===== config.mk =====
export PLATFORM = sky130hd
export DESIGN_NAME = idex_hazard_stage_flat
export DESIGN_NICKNAME = d
export VERILOG_FILES = /design/src/rtl/idex_hazard_stage_pkg.sv /design/src/rtl/idex_hazard_stage_if.sv /design/src/rtl/idex_hazard_stage_load_use_detect.sv /design/src/rtl/idex_hazard_stage.sv /design/src/flat_wrapper.sv
export SDC_FILE = /design/constraint.sdc
export NUM_CORES = 1
export LEC_CHECK = 0
export ABC_CLOCK_PERIOD_IN_PS = 2610
export CORE_AREA = 4 4 201 203
export CTS_BUF_LIST = sky130_fd_sc_hd__clkbuf_16
export DETAILED_ROUTE_END_ITERATION = 8
export DIE_AREA = 0 0 205 207
export HOLD_SLACK_MARGIN = 0.12
export PLACE_DENSITY = 0.7
export SKIP_LAST_GASP = 1
export SYNTH_ARGS = -nofsm -noshare
export SYNTH_HDL_FRONTEND = slang
export SYNTH_HIERARCHICAL = 1
export SYNTH_SLANG_ARGS = --single-unit
export TNS_END_PERCENT = 30

===== constraint.sdc =====
create_clock -name Clk -period 2.61 [get_ports Clk]
set_input_delay 0.3915 -clock Clk [delete_from_list [all_inputs] [get_ports Clk]]
set_output_delay 0.3915 -clock Clk [all_outputs]
set_load 0.1 [all_outputs]

===== src/rtl/idex_hazard_stage_pkg.sv =====
// Shared definitions for the ID/EX hazard stage.
//   state_t       : FSM encoding (ST_RUN, ST_STALL)
//   OP_*          : opcode constants used by decode and the bench
//   *_DEFAULT     : default field widths for the stage and its interface
//   STALL_CNT_W   : width of the internal bubble down-counter (covers 1..7)
package idex_hazard_stage_pkg;

  localparam int unsigned REG_W_DEFAULT  = 32;
  localparam int unsigned DATA_W_DEFAULT = 32;
  localparam int unsigned CNT_W_DEFAULT  = 32;
  localparam int unsigned STALL_CNT_W    = 3;

  typedef enum logic {
    ST_RUN   = 1'b0,
    ST_STALL = 1'b1
  } state_t;

  localparam logic [5:0] OP_RTYPE = 6'h00;
  localparam logic [5:0] OP_BEQ   = 6'h04;
  localparam logic [5:0] OP_ADDI  = 6'h08;
  localparam logic [5:0] OP_LW    = 6'h23;
  localparam logic [5:0] OP_SW    = 6'h2B;

endpackage


===== src/rtl/idex_hazard_stage_if.sv =====
// Decode-to-execute bus for the ID/EX stage.
//   ID_*     : decoded instruction presented by the decode stage
//   EX_Flush : taken branch/jump resolved in EX, kills the decode slot
//   IDEX_*   : registered copy of the ID_* fields feeding EX and forwarding
//   Stall    : hold PC and IF/ID this cycle
// Modports: slave = the ID/EX stage, master = decode/execute side.
interface idex_hazard_stage_if
  import idex_hazard_stage_pkg::*;
#(
  parameter int unsigned REG_W  = REG_W_DEFAULT,
  parameter int unsigned DATA_W = DATA_W_DEFAULT
);

  logic              ID_Valid;
  logic [REG_W-1:0]  ID_RegisterRs;
  logic [REG_W-1:0]  ID_RegisterRt;
  logic [REG_W-1:0]  ID_RegisterRd;
  logic [REG_W-1:0]  ID_RegDstAddr;
  logic              ID_UsesRs;
  logic              ID_UsesRt;
  logic [DATA_W-1:0] ID_ReadData1;
  logic [DATA_W-1:0] ID_ReadData2;
  logic [DATA_W-1:0] ID_Imm;
  logic [5:0]        ID_OpCode;
  logic              ID_RegWrite;
  logic              ID_MemRead;
  logic              ID_MemWrite;
  logic              ID_MemToReg;
  logic [1:0]        ID_ALUSrc0;
  logic [1:0]        ID_ALUSrc1;
  logic              EX_Flush;

  logic              IDEX_Valid;
  logic [REG_W-1:0]  IDEX_RegisterRs;
  logic [REG_W-1:0]  IDEX_RegisterRt;
  logic [REG_W-1:0]  IDEX_RegisterRd;
  logic [REG_W-1:0]  IDEX_RegDstAddr;
  logic              IDEX_UsesRs;
  logic              IDEX_UsesRt;
  logic [DATA_W-1:0] IDEX_ReadData1;
  logic [DATA_W-1:0] IDEX_ReadData2;
  logic [DATA_W-1:0] IDEX_Imm;
  logic [5:0]        IDEX_OpCode;
  logic              IDEX_RegWrite;
  logic              IDEX_MemRead;
  logic              IDEX_MemWrite;
  logic              IDEX_MemToReg;
  logic [1:0]        IDEX_ALUSrc0;
  logic [1:0]        IDEX_ALUSrc1;
  logic              Stall;

  modport slave (
    input  ID_Valid, ID_RegisterRs, ID_RegisterRt, ID_RegisterRd, ID_RegDstAddr,
           ID_UsesRs, ID_UsesRt, ID_ReadData1, ID_ReadData2, ID_Imm, ID_OpCode,
           ID_RegWrite, ID_MemRead, ID_MemWrite, ID_MemToReg, ID_ALUSrc0, ID_ALUSrc1,
           EX_Flush,
    output IDEX_Valid, IDEX_RegisterRs, IDEX_RegisterRt, IDEX_RegisterRd, IDEX_RegDstAddr,
           IDEX_UsesRs, IDEX_UsesRt, IDEX_ReadData1, IDEX_ReadData2, IDEX_Imm, IDEX_OpCode,
           IDEX_RegWrite, IDEX_MemRead, IDEX_MemWrite, IDEX_MemToReg, IDEX_ALUSrc0, IDEX_ALUSrc1,
           Stall
  );

  modport master (
    output ID_Valid, ID_RegisterRs, ID_RegisterRt, ID_RegisterRd, ID_RegDstAddr,
           ID_UsesRs, ID_UsesRt, ID_ReadData1, ID_ReadData2, ID_Imm, ID_OpCode,
           ID_RegWrite, ID_MemRead, ID_MemWrite, ID_MemToReg, ID_ALUSrc0, ID_ALUSrc1,
           EX_Flush,
    input  IDEX_Valid, IDEX_RegisterRs, IDEX_RegisterRt, IDEX_RegisterRd, IDEX_RegDstAddr,
           IDEX_UsesRs, IDEX_UsesRt, IDEX_ReadData1, IDEX_ReadData2, IDEX_Imm, IDEX_OpCode,
           IDEX_RegWrite, IDEX_MemRead, IDEX_MemWrite, IDEX_MemToReg, IDEX_ALUSrc0, IDEX_ALUSrc1,
           Stall
  );

endinterface


===== src/rtl/idex_hazard_stage_load_use_detect.sv =====
// Load-use hazard compare (pure combinational).
//   idValid/idUsesRs/idUsesRt/idRs/idRt : instruction in decode
//   exValid/exMemRead/exRegWrite/exDst  : instruction currently in ID/EX
//   hazard : decode reads the register a load in EX has not produced yet
module load_use_detect #(
  parameter int unsigned REG_W = 32
) (
  input  logic             idValid,
  input  logic             idUsesRs,
  input  logic             idUsesRt,
  input  logic [REG_W-1:0] idRs,
  input  logic [REG_W-1:0] idRt,
  input  logic             exValid,
  input  logic             exMemRead,
  input  logic             exRegWrite,
  input  logic [REG_W-1:0] exDst,
  output logic             hazard
);

  logic loadInEx;
  logic rsMatch;
  logic rtMatch;

  // Register 0 is hardwired, so a load targeting it never produces a value to wait for.
  assign loadInEx = exValid & exMemRead & exRegWrite & (exDst != '0);
  assign rsMatch  = idUsesRs & (idRs == exDst);
  assign rtMatch  = idUsesRt & (idRt == exDst);
  assign hazard   = idValid & loadInEx & (rsMatch | rtMatch);

endmodule


===== src/rtl/idex_hazard_stage.sv =====
// ID/EX pipeline register with load-use stall, bubble insertion and flush.
//   Clk         : rising-edge clock
//   Rst         : asynchronous active-low reset
//   bus         : decode inputs, registered IDEX_* outputs, combinational Stall
//   StallCycles : saturating count of cycles with Stall asserted
// LOAD_STALL_CYCLES (1..7) bubbles are inserted per load-use hazard; a flush
// always wins over a stall and drops the decode slot as a bubble.
module idex_hazard_stage
  import idex_hazard_stage_pkg::*;
#(
  parameter int unsigned REG_W             = REG_W_DEFAULT,
  parameter int unsigned DATA_W            = DATA_W_DEFAULT,
  parameter int unsigned LOAD_STALL_CYCLES = 1,
  parameter int unsigned CNT_W             = CNT_W_DEFAULT
) (
  input  logic                  Clk,
  input  logic                  Rst,
  idex_hazard_stage_if.slave    bus,
  output logic [CNT_W-1:0]      StallCycles
);

  localparam int unsigned BUNDLE_W = 4 * REG_W + 3 * DATA_W + 17;
  localparam logic [STALL_CNT_W-1:0] STALL_RELOAD = STALL_CNT_W'(LOAD_STALL_CYCLES - 1);

  state_t                 state;
  logic [STALL_CNT_W-1:0] cnt;
  logic                   hazard;
  logic                   stallNow;
  logic                   bubble;
  logic [BUNDLE_W-1:0]    idBundle;
  logic [BUNDLE_W-1:0]    idexBundle;

  // All ID fields travel as one vector so capture, bubble and reset stay a single
  // assignment each; field order is identical on both sides.
  assign idBundle = {bus.ID_Valid, bus.ID_RegisterRs, bus.ID_RegisterRt, bus.ID_RegisterRd,
                     bus.ID_RegDstAddr, bus.ID_UsesRs, bus.ID_UsesRt, bus.ID_ReadData1,
                     bus.ID_ReadData2, bus.ID_Imm, bus.ID_OpCode, bus.ID_RegWrite,
                     bus.ID_MemRead, bus.ID_MemWrite, bus.ID_MemToReg, bus.ID_ALUSrc0,
                     bus.ID_ALUSrc1};

  assign {bus.IDEX_Valid, bus.IDEX_RegisterRs, bus.IDEX_RegisterRt, bus.IDEX_RegisterRd,
          bus.IDEX_RegDstAddr, bus.IDEX_UsesRs, bus.IDEX_UsesRt, bus.IDEX_ReadData1,
          bus.IDEX_ReadData2, bus.IDEX_Imm, bus.IDEX_OpCode, bus.IDEX_RegWrite,
          bus.IDEX_MemRead, bus.IDEX_MemWrite, bus.IDEX_MemToReg, bus.IDEX_ALUSrc0,
          bus.IDEX_ALUSrc1} = idexBundle;

  load_use_detect #(
    .REG_W (REG_W)
  ) u_detect (
    .idValid    (bus.ID_Valid),
    .idUsesRs   (bus.ID_UsesRs),
    .idUsesRt   (bus.ID_UsesRt),
    .idRs       (bus.ID_RegisterRs),
    .idRt       (bus.ID_RegisterRt),
    .exValid    (bus.IDEX_Valid),
    .exMemRead  (bus.IDEX_MemRead),
    .exRegWrite (bus.IDEX_RegWrite),
    .exDst      (bus.IDEX_RegDstAddr),
    .hazard     (hazard)
  );

  always_comb begin
    stallNow = 1'b0;
    bubble   = 1'b0;
    unique case (state)
      ST_RUN: begin
        if (bus.EX_Flush) begin
          bubble = 1'b1;
        end else if (hazard) begin
          stallNow = 1'b1;
          bubble   = 1'b1;
        end
      end
      ST_STALL: begin
        bubble   = 1'b1;
        stallNow = ~bus.EX_Flush;
      end
      default: begin
        bubble = 1'b1;
      end
    endcase
  end

  // Gating with Rst keeps Stall low for the whole reset window, not just after the first edge.
  assign bus.Stall = Rst & stallNow;

  always_ff @(posedge Clk or negedge Rst) begin
    if (!Rst) begin
      state       <= ST_RUN;
      cnt         <= '0;
      idexBundle  <= '0;
      StallCycles <= '0;
    end else begin
      idexBundle <= bubble ? '0 : idBundle;

      unique case (state)
        ST_RUN: begin
          if (!bus.EX_Flush && hazard && (LOAD_STALL_CYCLES > 1)) begin
            state <= ST_STALL;
            cnt   <= STALL_RELOAD;
          end
        end
        ST_STALL: begin
          if (bus.EX_Flush) begin
            cnt   <= '0;
            state <= ST_RUN;
          end else begin
            cnt <= cnt - STALL_CNT_W'(1);
            if (cnt == STALL_CNT_W'(1)) begin
              state <= ST_RUN;
            end
          end
        end
        default: begin
          state <= ST_RUN;
          cnt   <= '0;
        end
      endcase

      if (stallNow && (StallCycles != '1)) begin
        StallCycles <= StallCycles + CNT_W'(1);
      end
    end
  end

endmodule

===== src/flat_wrapper.sv =====
// flat-port wrapper written by rule: the top's interface ports become plain ports
module idex_hazard_stage_flat import idex_hazard_stage_pkg::*;
#(
  parameter int unsigned REG_W             = REG_W_DEFAULT,
  parameter int unsigned DATA_W            = DATA_W_DEFAULT,
  parameter int unsigned LOAD_STALL_CYCLES = 1,
  parameter int unsigned CNT_W             = CNT_W_DEFAULT
)
  (Clk, Rst, StallCycles, bus_ID_Valid, bus_ID_RegisterRs, bus_ID_RegisterRt, bus_ID_RegisterRd, bus_ID_RegDstAddr, bus_ID_UsesRs, bus_ID_UsesRt, bus_ID_ReadData1, bus_ID_ReadData2, bus_ID_Imm, bus_ID_OpCode, bus_ID_RegWrite, bus_ID_MemRead, bus_ID_MemWrite, bus_ID_MemToReg, bus_ID_ALUSrc0, bus_ID_ALUSrc1, bus_EX_Flush, bus_IDEX_Valid, bus_IDEX_RegisterRs, bus_IDEX_RegisterRt, bus_IDEX_RegisterRd, bus_IDEX_RegDstAddr, bus_IDEX_UsesRs, bus_IDEX_UsesRt, bus_IDEX_ReadData1, bus_IDEX_ReadData2, bus_IDEX_Imm, bus_IDEX_OpCode, bus_IDEX_RegWrite, bus_IDEX_MemRead, bus_IDEX_MemWrite, bus_IDEX_MemToReg, bus_IDEX_ALUSrc0, bus_IDEX_ALUSrc1, bus_Stall);
  idex_hazard_stage_if #(.REG_W(REG_W), .DATA_W(DATA_W)) bus_i ();
  input  logic Clk;
  input  logic Rst;
  output logic [CNT_W-1:0] StallCycles;
  input wire logic [$bits(bus_i.ID_Valid)-1:0] bus_ID_Valid;
  input wire logic [$bits(bus_i.ID_RegisterRs)-1:0] bus_ID_RegisterRs;
  input wire logic [$bits(bus_i.ID_RegisterRt)-1:0] bus_ID_RegisterRt;
  input wire logic [$bits(bus_i.ID_RegisterRd)-1:0] bus_ID_RegisterRd;
  input wire logic [$bits(bus_i.ID_RegDstAddr)-1:0] bus_ID_RegDstAddr;
  input wire logic [$bits(bus_i.ID_UsesRs)-1:0] bus_ID_UsesRs;
  input wire logic [$bits(bus_i.ID_UsesRt)-1:0] bus_ID_UsesRt;
  input wire logic [$bits(bus_i.ID_ReadData1)-1:0] bus_ID_ReadData1;
  input wire logic [$bits(bus_i.ID_ReadData2)-1:0] bus_ID_ReadData2;
  input wire logic [$bits(bus_i.ID_Imm)-1:0] bus_ID_Imm;
  input wire logic [$bits(bus_i.ID_OpCode)-1:0] bus_ID_OpCode;
  input wire logic [$bits(bus_i.ID_RegWrite)-1:0] bus_ID_RegWrite;
  input wire logic [$bits(bus_i.ID_MemRead)-1:0] bus_ID_MemRead;
  input wire logic [$bits(bus_i.ID_MemWrite)-1:0] bus_ID_MemWrite;
  input wire logic [$bits(bus_i.ID_MemToReg)-1:0] bus_ID_MemToReg;
  input wire logic [$bits(bus_i.ID_ALUSrc0)-1:0] bus_ID_ALUSrc0;
  input wire logic [$bits(bus_i.ID_ALUSrc1)-1:0] bus_ID_ALUSrc1;
  input wire logic [$bits(bus_i.EX_Flush)-1:0] bus_EX_Flush;
  output wire logic [$bits(bus_i.IDEX_Valid)-1:0] bus_IDEX_Valid;
  output wire logic [$bits(bus_i.IDEX_RegisterRs)-1:0] bus_IDEX_RegisterRs;
  output wire logic [$bits(bus_i.IDEX_RegisterRt)-1:0] bus_IDEX_RegisterRt;
  output wire logic [$bits(bus_i.IDEX_RegisterRd)-1:0] bus_IDEX_RegisterRd;
  output wire logic [$bits(bus_i.IDEX_RegDstAddr)-1:0] bus_IDEX_RegDstAddr;
  output wire logic [$bits(bus_i.IDEX_UsesRs)-1:0] bus_IDEX_UsesRs;
  output wire logic [$bits(bus_i.IDEX_UsesRt)-1:0] bus_IDEX_UsesRt;
  output wire logic [$bits(bus_i.IDEX_ReadData1)-1:0] bus_IDEX_ReadData1;
  output wire logic [$bits(bus_i.IDEX_ReadData2)-1:0] bus_IDEX_ReadData2;
  output wire logic [$bits(bus_i.IDEX_Imm)-1:0] bus_IDEX_Imm;
  output wire logic [$bits(bus_i.IDEX_OpCode)-1:0] bus_IDEX_OpCode;
  output wire logic [$bits(bus_i.IDEX_RegWrite)-1:0] bus_IDEX_RegWrite;
  output wire logic [$bits(bus_i.IDEX_MemRead)-1:0] bus_IDEX_MemRead;
  output wire logic [$bits(bus_i.IDEX_MemWrite)-1:0] bus_IDEX_MemWrite;
  output wire logic [$bits(bus_i.IDEX_MemToReg)-1:0] bus_IDEX_MemToReg;
  output wire logic [$bits(bus_i.IDEX_ALUSrc0)-1:0] bus_IDEX_ALUSrc0;
  output wire logic [$bits(bus_i.IDEX_ALUSrc1)-1:0] bus_IDEX_ALUSrc1;
  output wire logic [$bits(bus_i.Stall)-1:0] bus_Stall;
  assign bus_i.ID_Valid = bus_ID_Valid;
  assign bus_i.ID_RegisterRs = bus_ID_RegisterRs;
  assign bus_i.ID_RegisterRt = bus_ID_RegisterRt;
  assign bus_i.ID_RegisterRd = bus_ID_RegisterRd;
  assign bus_i.ID_RegDstAddr = bus_ID_RegDstAddr;
  assign bus_i.ID_UsesRs = bus_ID_UsesRs;
  assign bus_i.ID_UsesRt = bus_ID_UsesRt;
  assign bus_i.ID_ReadData1 = bus_ID_ReadData1;
  assign bus_i.ID_ReadData2 = bus_ID_ReadData2;
  assign bus_i.ID_Imm = bus_ID_Imm;
  assign bus_i.ID_OpCode = bus_ID_OpCode;
  assign bus_i.ID_RegWrite = bus_ID_RegWrite;
  assign bus_i.ID_MemRead = bus_ID_MemRead;
  assign bus_i.ID_MemWrite = bus_ID_MemWrite;
  assign bus_i.ID_MemToReg = bus_ID_MemToReg;
  assign bus_i.ID_ALUSrc0 = bus_ID_ALUSrc0;
  assign bus_i.ID_ALUSrc1 = bus_ID_ALUSrc1;
  assign bus_i.EX_Flush = bus_EX_Flush;
  assign bus_IDEX_Valid = bus_i.IDEX_Valid;
  assign bus_IDEX_RegisterRs = bus_i.IDEX_RegisterRs;
  assign bus_IDEX_RegisterRt = bus_i.IDEX_RegisterRt;
  assign bus_IDEX_RegisterRd = bus_i.IDEX_RegisterRd;
  assign bus_IDEX_RegDstAddr = bus_i.IDEX_RegDstAddr;
  assign bus_IDEX_UsesRs = bus_i.IDEX_UsesRs;
  assign bus_IDEX_UsesRt = bus_i.IDEX_UsesRt;
  assign bus_IDEX_ReadData1 = bus_i.IDEX_ReadData1;
  assign bus_IDEX_ReadData2 = bus_i.IDEX_ReadData2;
  assign bus_IDEX_Imm = bus_i.IDEX_Imm;
  assign bus_IDEX_OpCode = bus_i.IDEX_OpCode;
  assign bus_IDEX_RegWrite = bus_i.IDEX_RegWrite;
  assign bus_IDEX_MemRead = bus_i.IDEX_MemRead;
  assign bus_IDEX_MemWrite = bus_i.IDEX_MemWrite;
  assign bus_IDEX_MemToReg = bus_i.IDEX_MemToReg;
  assign bus_IDEX_ALUSrc0 = bus_i.IDEX_ALUSrc0;
  assign bus_IDEX_ALUSrc1 = bus_i.IDEX_ALUSrc1;
  assign bus_Stall = bus_i.Stall;
  idex_hazard_stage #(.REG_W(REG_W), .DATA_W(DATA_W), .LOAD_STALL_CYCLES(LOAD_STALL_CYCLES), .CNT_W(CNT_W)) u_core (.Clk(Clk), .Rst(Rst), .bus(bus_i), .StallCycles(StallCycles));
endmodule

Word level (Yosys, flattened, before mapping)
Cells that the tools add are included.
{"block": "classes", "add_sub_neg": 2, "eq_ne": 4, "muxes": 10, "bitwise_logic": 11, "reduce_logical": 2}
{"operator": "2-to-1 mux 241 bit", "count": 1}
{"operator": "== test 32 bit", "count": 2}
{"operator": "adder 32 x 1 -> 32 bit, second input constant", "count": 1}
{"operator": "!= test 32 bit, second input constant", "count": 1}
{"operator": "nonzero test 32 bit", "count": 1}
{"operator": "bitwise AND 1 bit", "count": 8}
{"operator": "2-to-1 mux 1 bit", "count": 6}
{"operator": "case mux 1 bit (2 select lines)", "count": 2}
{"operator": "== test 3 x 1 -> 1 bit, second input constant", "count": 1}
{"operator": "2-to-1 mux 3 bit", "count": 1}
{"operator": "subtractor 3 x 1 -> 3 bit, second input constant", "count": 1}
{"operator": "inverter 1 bit", "count": 2}
{"operator": "logical AND 1 bit", "count": 1}
{"operator": "bitwise OR 1 bit", "count": 1}
{"block": "totals", "reg_bits": 277, "input_bits": 244, "output_inout_bits": 274, "word_cells": 33}

Longest topological paths before layout
Gate-level depths: netlist of run 1.
{"block": "logic_depth", "word_depth": 9, "mapped_depth": 11, "ltp_nobuf": 10}

Hierarchy
Netlist of run 1, hierarchy kept.
{"module": "idex_hazard_stage", "n_inst": 1, "cells_each": 686, "area_each_um2": 9495.4}
{"module": "load_use_detect", "n_inst": 1, "cells_each": 100, "area_each_um2": 783.3}

Worst setup path after synthesis of run 1
No wires, ideal clock.
{"block": "synth_timing", "path_kind": "reg2out", "start": "register u_core.idexBundle[139]", "end": "output bus_Stall", "arrival_ns": 2.872, "required_ns": 2.219, "slack_ns": -0.654, "path_stages_with_launch": 9, "n_path_buf": 0, "path_cell_list": "dfrtp_1 xor2_1 nor4_1 nand4_1 nor3_1 o221a_2 nor2_1 nor2_4 and2_1"}
{"block": "synth_between", "elab_chain_len": 8, "elab_cells_between_ends": 13}
{"element": "start, declared", "line_no": "idex_hazard_stage.sv:31", "text": "logic [BUNDLE_W-1:0] idexBundle;"}
{"element": "start signal, assigned", "line_no": "idex_hazard_stage.sv:94", "text": "idexBundle <= bubble ? '0 : idBundle;"}
{"element": "== test 32 bit (tied with other cells)", "line_no": "idex_hazard_stage_load_use_detect.sv:26", "text": "assign rsMatch = idUsesRs & (idRs == exDst);"}
{"element": "bitwise AND 1 bit, on equally long branches", "line_no": "idex_hazard_stage_load_use_detect.sv:26, idex_hazard_stage_load_use_detect.sv:25, idex_hazard_stage_load_use_detect.sv:27"}
{"element": "bitwise OR 1 bit or bitwise AND 1 bit (tied branches)", "line_no": "idex_hazard_stage_load_use_detect.sv:28", "text": "assign hazard = idValid & loadInEx & (rsMatch | rtMatch);"}
{"element": "bitwise AND 1 bit *", "line_no": "idex_hazard_stage_load_use_detect.sv:28"}
{"element": "via u_core.hazard", "line_no": "idex_hazard_stage.sv:27", "text": "logic hazard;"}
{"element": "2-to-1 mux 1 bit *", "line_no": "idex_hazard_stage.sv:69", "text": "end else if (hazard) begin"}
{"element": "2-to-1 mux 1 bit *", "line_no": "idex_hazard_stage.sv:67", "text": "if (bus.EX_Flush) begin"}
{"element": "case mux 1 bit (2 select lines) *", "line_no": "idex_hazard_stage.sv:65", "text": "unique case (state)"}
{"element": "bitwise AND 1 bit *", "line_no": "idex_hazard_stage.sv:85", "text": "assign bus.Stall = Rst & stallNow;"}
{"element": "end, declared", "line_no": "flat_wrapper.sv:49", "text": "output wire logic [$bits(bus_i.Stall)-1:0] bus_Stall;"}
The timed path passes the listed nets; every way through them passes the cells marked *.

Final worst setup path of run 1
{"block": "layout_timing", "start": "register u_core.idexBundle[127]", "end": "output bus_Stall"}
Same word-level chain as after synthesis.

==> flow_summary.ini, run 1 <==
[layout]
nets = 1652
final_common_cell = buf_4
area_delta_synth_final_pct = 72.3
utilization_pct = 46.0
final_cell_mix = buf_4, dfrtp_1, clkdlybuf4s50_1, and2_1, xor2_1
drive_gt1_share_pct = 35.3

[floorplanning]
pin_count = 518
core_area_um2 = 38500
rows = 72
fp.dieH_um = 207
dieArea_um2 = 42400
initial_utilization_pct = 26.7
die_w_um = 205

[worst_setup_path]
arrival_ps = 2920
crit_top_cell = buf_12
end_kind = output port
critPathLaunchType = register
slowest_delay_ps = 430
worstSetupPathType = reg2out
cpMaxStageDelayCell = dfrtp_2
critPathRequiredTime_ps = 2220
reg2reg_depth = 14
crit_chain = xor2_1 -> buf_4 -> nor4_4 -> nand3_2 -> nor3_2 -> o221a_2 -> nor2_2 -> nor2_4 -> buf_12 -> and2_4 -> buf_12
path_max_fanout = 3

[clock_network]
cts_made_buffers = 31
cts_root_buffer = clkbuf_16
htreeDepth = 1
insertion_delay_ps = 560
path_clk_slew_ps = 60
cts_tree = done
clock_sinks = 277
clk_path_buf_depth = 3

[routing]
drc = 0
wirelength_mm = 39.9
drtIter0Drc = 238
drt-pass1-iter-count = 6
via_per_inst = 4.22
ant_nets = 0
avgRoutedWirePerCell_um = 20.5
dr_total_vias = 8213

[global_route]
top_usage_layer = met2
grt_use_met3_pct = 5.30
antenna_found_initial = 9
gr-usage-met2_pct = 30.4
grt_overflow = 0
grt_pass1_wl_mm = 56.7
grt_pass1_vias = 8760
grt_max_degree = 114
grt_usage_pct = 17.5
gr-usage-met1_pct = 20.8

[run]
maxCapViolCount = 0

[sta]
maxSlewHeadroom_pct = 28.5
worst_pin_slew_ps = 1070
hold_viol = 0
fmaxAchievable_mhz = 302
timing.final.crit_share_pct = 127
slew_viol_final = 0
postLayoutSetupSlackWorst_ps = -706
fin_skew_ps = 12.1
setup-violations-final = 241
rsz0062_at_grt = true
min_period_ps = 3320

[pwr]
ir_drop_mv = 0.494
share_comb_of_total_power_pct = 24.5
power.net_switching_w = 0.00377
seq_power_share_pct = 40.6
clkPwrFrac_pct = 34.9
pwr_density_cell_nw_per_um2 = 639
sw_frac_of_total_pct = 33.3
p_leak_nw = 8.38
internal_power_w = 0.00755

[place]
portBuffers = 517
place_congestion = 0.882
dp_hpwl_mm = 30.2
pre_cts_ws_ps = -950

[run_status]
violations = negative setup slack
status = finished with violations

[synthesis]
synthDistinctLibCells = 40
synth_edf_count = 0
synth-seq-cells = 277
syn_inst = 786
synth_top_flop_cell = dfrtp_1
yosysWarnings = 6
synth.yosys.seq_area_share_pct = 67.4
syn_avg_cell_area_um2 = 13.1
async_reset_ff_share_pct = 100
syn-num-nets = 1033
syn_area_um2 = 10300

[worst_hold_path]
hp-class = in2reg
holdPathStages = 2
-- synthesized netlist by cell type, types with 2 or more instances --
library cell | n | area [µm²]
nor2_1 | 8 | 30.0
nor4_1 | 32 | 200
ha_1 | 3 | 37.5
nor2_4 | 2 | 22.5
nand4_1 | 12 | 75.1
a21oi_1 | 2 | 10.0
and3_1 | 2 | 12.5
clkbuf_1 | 26 | 97.6
nor3_1 | 15 | 75.1
o21ai_0 | 2 | 10.0
nand3_1 | 24 | 120
buf_2 | 2 | 10.0
nand2b_1 | 2 | 12.5
xnor2_1 | 12 | 105
or3_4 | 2 | 22.5
inv_1 | 6 | 22.5
dfrtp_1 | 277 | 6930
nand2_1 | 13 | 48.8
o21a_1 | 2 | 15.0
xor2_1 | 80 | 701
and2_1 | 242 | 1510
and4_1 | 2 | 17.5
-- routing by layer --
layer | vias to the layer above | wire length [µm]
met3 | 70 | 3230
met2 | 342 | 20100
met5 | - | 68
met4 | 10 | 1050
met1 | 4009 | 15400
li1 | 3782 | -
-- state kept, by name, summed over array words and instances, names as in the netlist --
register / cells
u_core/StallCycles: 32
u_core/cnt: 3
u_core/idexBundle: 241
u_core/state: 1
-- critical path, delay by kind of cell, from the launching register on --
family          cells  cell delay (ps)
flops               1              430
xor+xnor            1              170
simple gates        6             1070
buf+inv             3              420
compound gates      1              260
-- worst paths after layout --
| kind | startpoint | to | slack (ps) |
|---|---|---|---|
| max in group asynchronous | Rst | u_core/idexBundle[2] | 810 |
| min in group asynchronous | Rst | u_core/idexBundle[159] | 600 |
| min | bus_ID_RegDstAddr[24] | u_core/idexBundle[136] | 370 |
| max reg2reg | u_core/idexBundle[127] | u_core/StallCycles[17] | -410 |
| min reg2reg | u_core/StallCycles[27] | u_core/StallCycles[27] | 510 |
| max | u_core/idexBundle[127] | bus_Stall | -710 |
-- repair_timing --
item | CTS | global route
endpoints found under the setup margin | 274 | 274
hold buffers | 1 | 0
pin swaps | 18 | 29
resized for setup | 39 | 23
endpoints found under the hold margin | 277 | 0
setup buffers | 5 | 10
cloned | 1 | 7
-- power by group through the flow --
| stage | Combinational [W] | Sequential (W) | Clock, W |
|---|---|---|---|
| finish | 0.00277 | 0.00460 | 0.00395 |
| global route | 0.00287 | 0.00461 | 0.00427 |
| CTS | 0.00273 | 0.00460 | 0.00409 |
| detailed placement | 0.00270 | 0.00468 | 0 |
| global placement | 0.00269 | 0.00467 | 0 |
| floorplan | 0.000233 | 0.00608 | 0 |
-- area by class of cell --
cell class	instances	area, µm²
timing repair buffer	616	5500
antenna	4	10.0
clock inverter	22	121
multi-input combinational	473	3590
clock buffer	31	776
sequential	277	7040
tap	518	648
fill	3497	20800
inverter	6	22.5
-- metrics by stage --
step                      instance area, µm²  hold slack, ps  power, W  setup TNS [ps]  cells
after floorplan                        10500            95.9   0.00631            -662    786
after global placement                 16200             244   0.00736         -183340   1867
after detailed placement               16200             241   0.00737         -193640   1867
after CTS                              17300             339    0.0114          -99500   1927
after global routing                   17700             353    0.0117          -51990   1947
final                                  17700             373    0.0113          -23770   1947
-- cells by family (layout without fill, tap and decap cells) --
kind of cell,after synthesis,count (layout),synth area share [%]
AO/OA/AOI/OAI,12,12,0.828
XOR/XNOR,92,92,7.84
adder cells (fa/ha/maj),3,3,0.365
buffers and inverters,36,675,1.52
flip-flops,277,277,67.4
multiplexers,2,2,0.243
other,0,4,0
AND/OR/NAND/NOR,364,364,21.8
Note: power is estimated with default switching activity, not from simulation.
==> run 2: changes to the inputs <==
--- a/config.mk
+++ b/config.mk
@@ -11,8 +11,9 @@
 export DETAILED_ROUTE_END_ITERATION = 8
 export DIE_AREA = 0 0 205 207
 export HOLD_SLACK_MARGIN = 0.12
-export PLACE_DENSITY = 0.7
+export PLACE_DENSITY = 0.67
 export SKIP_LAST_GASP = 1
+export SLEW_MARGIN = 20
 export SYNTH_ARGS = -nofsm -noshare
 export SYNTH_HDL_FRONTEND = slang
 export SYNTH_HIERARCHICAL = 1
==> run 2 against run 1 <==
The run still ends with negative setup slack left. Maximum frequency down 0.78%. Total power rose by 1.6%. Clock power grew 4%. Routed wire length rose by 3.4%. Combinational power increased by 2%. Die area did not move. Register-to-register slack worse by 120 ps. Non-clock buffer count up 1. Clock skew increased by 14 ps. Sequential share of layout area down 0.86 points. Via count up 1.0%. Critical path type unchanged.
==> flow_summary.ini, run 2 (synthesis gave the netlist of run 1 again) <==
[sta]
hold_viol = 0
fin_tns_setup_ps = -110080
fmaxAchievable_mhz = 299
postLayoutSetupSlackWorst_ps = -732
setup-violations-final = 272
worst_pin_slew_ps = 772
maxSlewHeadroom_pct = 48.6
fin_skew_ps = 26.4
rsz0062_at_grt = true
holdWs_ps = 371
slew_viol_final = 0
min_period_ps = 3340
timing.final.crit_share_pct = 128

[run_status]
status = finished with violations
violations = negative setup slack

[place]
portBuffers = 517
dpl-instance-area_um2 = 16000
place_congestion = 0.829
pre_cts_ws_ps = -1060
dp_hpwl_mm = 29.5

[routing]
ant_nets = 0
drc = 0
avgRoutedWirePerCell_um = 21.2
drt-pass1-iter-count = 4
drtIter0Drc = 458
via_per_inst = 4.26
wirelength_mm = 41.3
dr_total_vias = 8297

[layout]
utilization_pct = 47.0
area_delta_synth_final_pct = 76.0
seq_area_um2 = 7040
largest_register_ff_count = 241
drive_gt1_share_pct = 35.9
fin_area_um2 = 18100
final_cell_mix = buf_4, dfrtp_1, clkdlybuf4s50_1, and2_1, xor2_1
final_common_cell = buf_4
nets = 1652
fillers = 3462
reg.largest.list = u_core/idexBundle x241, u_core/StallCycles x32, u_core/cnt x3
multi_input_area_um2 = 3620
top_register = u_core/idexBundle

[worst_setup_path]
path_max_fanout = 3
arrival_ps = 2950
critPathLaunchType = register
end_kind = output port
critPathRequiredTime_ps = 2220
worstSetupPathType = reg2out

[clock_network]
path_clk_slew_ps = 60
clock_sinks = 277
insertion_delay_ps = 570
htreeDepth = 1
clk_path_buf_depth = 3
cts_root_buffer = clkbuf_16
cts_made_buffers = 30
cts_tree = done

[pwr]
ir_drop_mv = 0.454
p_leak_nw = 8.57
pwr_density_cell_nw_per_um2 = 636

[global_route]
grt_usage_pct = 17.8
grt_overflow = 0
antenna_found_initial = 5
grt_pass1_vias = 9114
grt_pass1_wl_mm = 58.0
grt_max_degree = 130

[floorplanning]
dieArea_um2 = 42400
die_w_um = 205
initial_utilization_pct = 26.7
fp.dieH_um = 207
core_area_um2 = 38500
pin_count = 518
rows = 72

[run]
maxCapViolCount = 0

[worst_hold_path]
hp-class = in2reg
==> run 2: cell types whose count changed in the layout (fill, tap and decap cells not counted), sizes merged <==
| cell | previous run | this run |
|---|---|---|
| bufbuf | 0 | 4 |
| inv | 16 | 12 |
| bufinv | 1 | 2 |
| clkbuf | 35 | 40 |
| clkinvlp | 1 | 2 |
| diode | 4 | 2 |
| buf | 369 | 361 |
| clkinv | 10 | 14 |
==> run 2: worst paths after layout <==
kind | start | cells after the start | to | slack, ps
max | u_core/idexBundle[112] | 11 | bus_Stall | -730
min | bus_ID_RegDstAddr[23] | 2 | u_core/idexBundle[135] | 370
max reg2reg | u_core/idexBundle[112] | 16 | u_core/StallCycles[17] | -530
min reg2reg | u_core/StallCycles[27] | 1 | u_core/StallCycles[27] | 510
max in group asynchronous | Rst | 3 | u_core/idexBundle[121] | 1380
min in group asynchronous | Rst | 3 | u_core/idexBundle[220] | 390
==> run 2: metal layers <==
layer	track usage [%]	part of all wire (%)	vias to the layer above	wire length, µm
met1	21.5	39	4086	16200
met5	0	0.11	-	44
met3	4.82	7.9	60	3280
met2	31.3	50	358	20800
met4	4.78	2.2	8	903
li1	-	-	3785	-
==> run 2: final cells by class <==
| type | count | area share (%) |
|---|---|---|
| timing repair buffer | 617 | 32.2 |
| tap | 518 | 3.58 |
| clock inverter | 24 | 0.871 |
| multi-input combinational | 473 | 20.0 |
| sequential | 277 | 38.9 |
| inverter | 6 | 0.124 |
| antenna | 2 | 0.0277 |
| clock buffer | 31 | 4.29 |
==> run 2: power by group <==
group	internal (W)	leakage [nW]	total, W	switching (W)
sequential	0.00450	3.52	0.00460	0.0000971
clock	0.00233	0.468	0.00409	0.00176
combinational	0.000871	4.58	0.00282	0.00195
==> run 2: what timing repair did <==
item | in CTS | in global routing
endpoints found under the hold margin | 148 | 0
resized for setup | 51 | 41
setup endpoints to repair | 274 | 274
hold buffers | 2 | 0
pin swaps | 17 | 16
setup buffers | 8 | 11
cloned | 7 | 14
==> run 2: critical path, stage by stage, from the launching register on <==
cell and delay [ps]:
dfrtp_4 480, buf_4 140, xor2_1 140, nor4_2 340, nand4_1 240, nor3_2 190, o221a_4 250, nor2_4 40
nor2_4 130, buf_6 120, and2_4 140, buf_12 160
==> run 2: metrics by stage <==
step / std cells / total power, W
finish: 1948 / 0.0115
floorplan: 786 / 0.00631
CTS: 1921 / 0.0115
global placement: 1849 / 0.00732
detailed placement: 1849 / 0.00733
global route: 1947 / 0.0119
